==> config.mk <==
export PLATFORM = sky130hd
export DESIGN_NAME = mux_tree_pipe
export DESIGN_NICKNAME = d
export VERILOG_FILES = /design/src/rtl/mux_tree_pipe.sv
export SDC_FILE = /design/constraint.sdc
export NUM_CORES = 1
export LEC_CHECK = 0
export BUFFER_PORTS_ARGS = -buffer_cell sky130_fd_sc_hd__buf_2
export CAP_MARGIN = 20
export CORE_MARGIN = 10
export CORE_UTILIZATION = 45
export DETAILED_ROUTE_END_ITERATION = 10
export PLACE_DENSITY = 0.65
export SYNTH_ARGS = -nofsm -noshare
export SYNTH_HDL_FRONTEND = slang
export SYNTH_SLANG_ARGS = --single-unit
==> constraint.sdc <==
create_clock -name clk -period 2.8 [get_ports clk]
set_input_delay 0.28 -clock clk [delete_from_list [all_inputs] [get_ports clk]]
set_output_delay 0.28 -clock clk [all_outputs]
set_load 0.05 [all_outputs]
==> src/rtl/mux_tree_pipe.sv <==
// Pipelined N:1 binary mux tree (N = 2**SEL_W) with valid/ready flow control, select tagging and auto-scan.
// Defining MUX_TREE_PARITY_EN adds the out_par port (even parity of out_data, aligned with it).
module mux_tree_pipe #(
  parameter int DATA_W = 1,
  parameter int SEL_W  = 4,
  parameter int PIPE   = 1
) (
  input  logic                       clk,
  input  logic                       rst_n,
  input  logic [(DATA_W<<SEL_W)-1:0] in_data,
  input  logic                       in_valid,
  output logic                       in_ready,
  input  logic [SEL_W-1:0]           sel,
  input  logic                       mode,
  output logic [DATA_W-1:0]          out_data,
  output logic [SEL_W-1:0]           out_sel,
  output logic                       out_valid,
  input  logic                       out_ready
`ifdef MUX_TREE_PARITY_EN
  ,
  output logic                       out_par
`endif
);

  localparam int N = 1 << SEL_W;

  logic             adv;
  logic             accept;
  logic             mode_prev_reg;
  logic [SEL_W-1:0] scan_idx_reg;
  logic [SEL_W-1:0] scan_base;
  logic [SEL_W-1:0] esel;
  logic [DATA_W-1:0] out_data_reg;
  logic [SEL_W-1:0]  out_sel_reg;
  logic              out_valid_reg;

  // One global stall: every stage advances together or holds together.
  assign adv      = out_ready | ~out_valid_reg;
  assign in_ready = adv;
  assign accept   = in_valid & adv;

  // First cycle of auto-scan restarts the scan at channel 0.
  assign scan_base = (mode & ~mode_prev_reg) ? '0 : scan_idx_reg;
  assign esel      = mode ? scan_base : sel;

  always_ff @(posedge clk) begin
    if (!rst_n) begin
      mode_prev_reg <= 1'b0;
      scan_idx_reg  <= '0;
    end else begin
      mode_prev_reg <= mode;
      if (mode) begin
        scan_idx_reg <= accept ? scan_base + 1'b1 : scan_base;
      end
    end
  end

  // Level gi halves the candidate set using select bit gi; the full tag rides alongside.
  for (genvar gi = 0; gi < SEL_W; gi++) begin : g_lvl
    localparam int IW = (N >> gi) * DATA_W;
    localparam int OW = IW / 2;

    logic [IW-1:0]    src_data;
    logic [SEL_W-1:0] tag_in;
    logic             valid_in;
    logic [OW-1:0]    mux_data;
    logic [OW-1:0]    lvl_out;
    logic [SEL_W-1:0] tag_out;
    logic             valid_out;

    if (gi == 0) begin : g_src
      assign src_data = in_data;
      assign tag_in   = esel;
      assign valid_in = accept;
    end else begin : g_src
      assign src_data = g_lvl[gi-1].lvl_out;
      assign tag_in   = g_lvl[gi-1].tag_out;
      assign valid_in = g_lvl[gi-1].valid_out;
    end

    for (genvar gj = 0; gj < (N >> (gi + 1)); gj++) begin : g_mux
      assign mux_data[gj*DATA_W +: DATA_W] = tag_in[gi] ?
        src_data[(2*gj+1)*DATA_W +: DATA_W] : src_data[(2*gj)*DATA_W +: DATA_W];
    end

    // The last level feeds the shared output register, so it never gets its own stage.
    if (PIPE != 0 && gi < SEL_W - 1) begin : g_reg
      always_ff @(posedge clk) begin
        if (!rst_n) begin
          lvl_out   <= '0;
          tag_out   <= '0;
          valid_out <= 1'b0;
        end else if (adv) begin
          lvl_out   <= mux_data;
          tag_out   <= tag_in;
          valid_out <= valid_in;
        end
      end
    end else begin : g_wire
      assign lvl_out   = mux_data;
      assign tag_out   = tag_in;
      assign valid_out = valid_in;
    end
  end

  always_ff @(posedge clk) begin
    if (!rst_n) begin
      out_data_reg  <= '0;
      out_sel_reg   <= '0;
      out_valid_reg <= 1'b0;
    end else if (adv) begin
      out_data_reg  <= g_lvl[SEL_W-1].lvl_out;
      out_sel_reg   <= g_lvl[SEL_W-1].tag_out;
      out_valid_reg <= g_lvl[SEL_W-1].valid_out;
    end
  end

  assign out_data  = out_data_reg;
  assign out_sel   = out_sel_reg;
  assign out_valid = out_valid_reg;

`ifdef MUX_TREE_PARITY_EN
  logic out_par_reg;

  // Parity is computed from the same value loaded into out_data_reg, so it can never skew.
  always_ff @(posedge clk) begin
    if (!rst_n) begin
      out_par_reg <= 1'b0;
    end else if (adv) begin
      out_par_reg <= ^g_lvl[SEL_W-1].lvl_out;
    end
  end

  assign out_par = out_par_reg;
`else
  // Parity disabled: no parity state exists in this build.
`endif

endmodule
; Word level (Yosys, flattened, before mapping)
; Cells that the tools add are included.
; Widths: inputs -> output; s select.
[classes]
muxes = 18
bitwise = 5
add_sub_neg = 1
[ops]
columns = op, count
row1 = $mux 1, 15
row2 = $mux 4, 3
row3 = $add 4x1->4 const B, 1
row4 = $and 1x1->1, 2
row5 = $not 1->1, 2
row6 = $or 1x1->1, 1
[word_totals]
register_bits = 40
wordCells = 38
in_bits = 25

; Longest topological paths before layout
[depth]
depth_word = 5
ltp_mapped = 5

; Worst setup path before layout
; Ideal clock, no wire load.
[synth_timing]
kind = register to register
startpoint = register out_valid_reg (netlist: out_valid)
endpoint = register g_lvl[0].tag_out[2]
setup_slack_ns = 1.253
required_ns = 2.684
arrival_time_ns = 1.431
stages_incl_launch_ff = 5
setup_ns = 0.116
cell_sequence = dfxtp_1 > nor2b_2 > inv_2 > buf_2 > o211a_1
[synth_via]
elab_chain_cells = 2
[synth_lines]
columns = element, line
row1 = "start, declared", 35  ; logic out_valid_reg;
row2 = "start signal, assigned", 114  ; out_valid_reg <= g_lvl[SEL_W-1].valid_out;
row3 = $not 1->1, 38  ; assign adv = out_ready | ~out_valid_reg;
row4 = $or 1x1->1, 38
row5 = net in_ready, 12  ; output logic in_ready,
row6 = "end signal, assigned", 95  ; tag_out <= tag_in;
row7 = "end, declared", 68  ; logic [SEL_W-1:0] tag_out;
; The timed path passes the listed nets, and every way through them passes these cells.
; A chain may end at the register's enable or synchronous reset.

; Worst setup path after layout
[layout_timing]
startpoint = register out_valid_reg (netlist: out_valid)
endpoint = output in_ready
[layout_via]
elab_chain_cells = 2
[layout_lines]
columns = element, line
row1 = $not 1->1, 38
row2 = $or 1x1->1, 38
row3 = "end, declared", 12
; Every way passes these cells.

==> results_dict.tcl <==
set metrics [dict create \
    peakVddDrop_uv 308 \
    cts_resized 0 \
    syn_area_mm2 0.00167 \
    drive_gt1_share_pct 24.0 \
    synth_top_area_cell "dfxtp_1" \
    cap_viol_max_count 0 \
    wl_per_cell_um 12.7 \
    h-tree-depth 2 \
    grt_pass1_vias 1304 \
    placementRows 22 \
    drtPass1Iterations 4 \
    die_h_um 81.0 \
    rsz0062_at_grt "false" \
    dp_cells 248 \
    rr_worst_depth 6 \
    final_max_slew_viol_count 0 \
    layout_commonest_cell "nand2_1" \
    rrSetupSlack_ns 1.10 \
    clock_latency_ns 0.28 \
    tns_ns 0 \
    gp_congestion 0.682 \
    die_area_mm2 0.00656 \
    vias 1291 \
    numCtsBuffers 5 \
    setup_viol 0 \
    ant_nets 0 \
    critPathRequiredTime_ns 2.52 \
    hold_depth 3 \
    crit_path_start_kind "flip-flop" \
    hold_buffers 0 \
    hold_viol 0 \
    grt_usage_pct 10.9 \
    grt_overflow_total 0 \
    synth_seq_cells 40 \
    cts_tree "done" \
    final_cell_mix "44 x nand2_1, 40 x dfxtp_1, 31 x buf_2" \
    wl_mm 3.24 \
    fmax_mhz 503 \
    syn-num-nets 205 \
    grt_max_degree 42 \
    die_width_um 81.0 \
    antenna_found_initial 0 \
    avgViaCountPerCell 5.04 \
    clk_pin_slew_ns 0.08 \
    crit_type "flip-flop to output pin" \
    power.leakage_nw 0.939 \
    slew_headroom_pct 58.3 \
    synth.distinct_cells 27 \
    antennaDiodeCount 0 \
    synth_top_area_share_pct 47.9 \
    hpwl_mm 2.31 \
    tightest_slew_ns 0.626 \
    avgSynthCellArea_um2 9.29 \
    fin_cells 256 \
    min_period_ns 1.99 \
    largest-register "g_lvl.lvl_out" \
    drt-initial-drc-count 90 \
    num_io_pins 32 \
    syn_to_final_growth_pct 15.1 \
    crit_fanout 34 \
    final_util_pct 53.0 \
    cp.arrival_ns 1.71 \
    powerDensity_mw_per_mm2 565 \
    drc 0 \
    grt_pass1_wl_mm 5.72 \
    synthCells 180 \
    yosys-top-cells-area "dfxtp_1 48%, nand2_1 9.9%, mux2i_1 9.6%" \
    top_regs "g_lvl.lvl_out: 14 flops, g_lvl.tag_out: 12 flops" \
    synth_seq_area_share_pct 47.9 \
    coreArea_mm2 0.00363 \
    post-cts-setup-buffers 0 \
    root_buffer "clkbuf_8" \
    status "completed" \
    yosys_warnings 0 \
    initial_core_util_pct 46.0 \
    hold_class "input pin to flip-flop" \
    finClkSkew_ns 0.00577 \
    largest_reg_flops 14 \
    layout.nets 232 \
    setup.worst_path.end_class "output pin" \
    io_buffers 31 \
    clk_path_buf_depth 2 \
    numClockSinks 40 \
    period_share_pct 71.0 \
]
==> worst max-delay path: stages, from the launching register on <==
cell and delay, ns:
dfxtp_1 0.31, nor2b_2 0.14, buf_4 0.20, inv_2 0.41, buf_2 0.36
==> power breakdown <==
part           internal (mW)  total (mW)  leakage (nW)  switching [mW]
clock                  0.197       0.386        0.0510           0.189
sequential             0.593       0.608         0.328          0.0145
combinational         0.0459      0.0942         0.560          0.0484
total                  0.836        1.09         0.939           0.252
==> Yosys cell counts (all sizes together) <==
master	instances
nand3	1
nor2b	1
dfxtp	40
o21a	1
o21ai	9
and3	5
nand2	44
nor3	1
a21boi	15
nand4	3
o211a	11
o22ai	1
inv	2
mux2i	16
buf	8
xor2	1
and2	2
or2b	1
a21oi	10
a211o	3
clkbuf	5
==> final timing paths <==
kind,end,start
max reg2reg,g_lvl[0].lvl_out[4],out_valid
max,in_ready,out_valid
min,g_lvl[0].lvl_out[3],in_data[7]
min reg2reg,out_sel[2],out_sel[2]
==> metrics by stage <==
step                power, mW  instance area [um2]  hold slack (ns)  setup WS (ns)
floorplan               0.685                 1670            0.424           1.25
global placement        0.713                 1830            0.451           1.12
detailed placement      0.717                 1830            0.459           1.11
CTS                      1.11                 1930            0.275          0.788
global route             1.14                 1930            0.302          0.663
finish                   1.09                 1930            0.282          0.811
==> logic make-up (layout without fill, tap and decap cells) <==
logic type | Yosys count | count (layout) | synth area share [%]
simple gates | 58 | 58 | 15.8
compound gates | 50 | 50 | 21.6
flops | 40 | 40 | 47.9
mux | 16 | 16 | 9.57
buf+inv | 15 | 43 | 4.64
xor+xnor | 1 | 1 | 0.524
==> per-layer routing <==
layer | routed length, um | part of all wire [%] | global-route usage, % | vias up
met5 | 0 | 0 | 0 | -
met4 | 35 | 1.1 | 4.15 | 0
met3 | 136 | 4.2 | 4.42 | 4
met2 | 1570 | 48 | 18.6 | 21
met1 | 1500 | 46 | 11.9 | 591
li1 | - | - | - | 675
==> area by class of cell <==
class	instances	area (um2)
Sequential cell	40	801
Inverter	2	7.51
Fill cell	368	1710
Multi-Input combinational cell	125	795
Tap cell	48	60.1
Clock buffer	6	82.6
Timing Repair Buffer	33	170
Clock inverter	2	10.0
(Power assumes the default switching activity.)
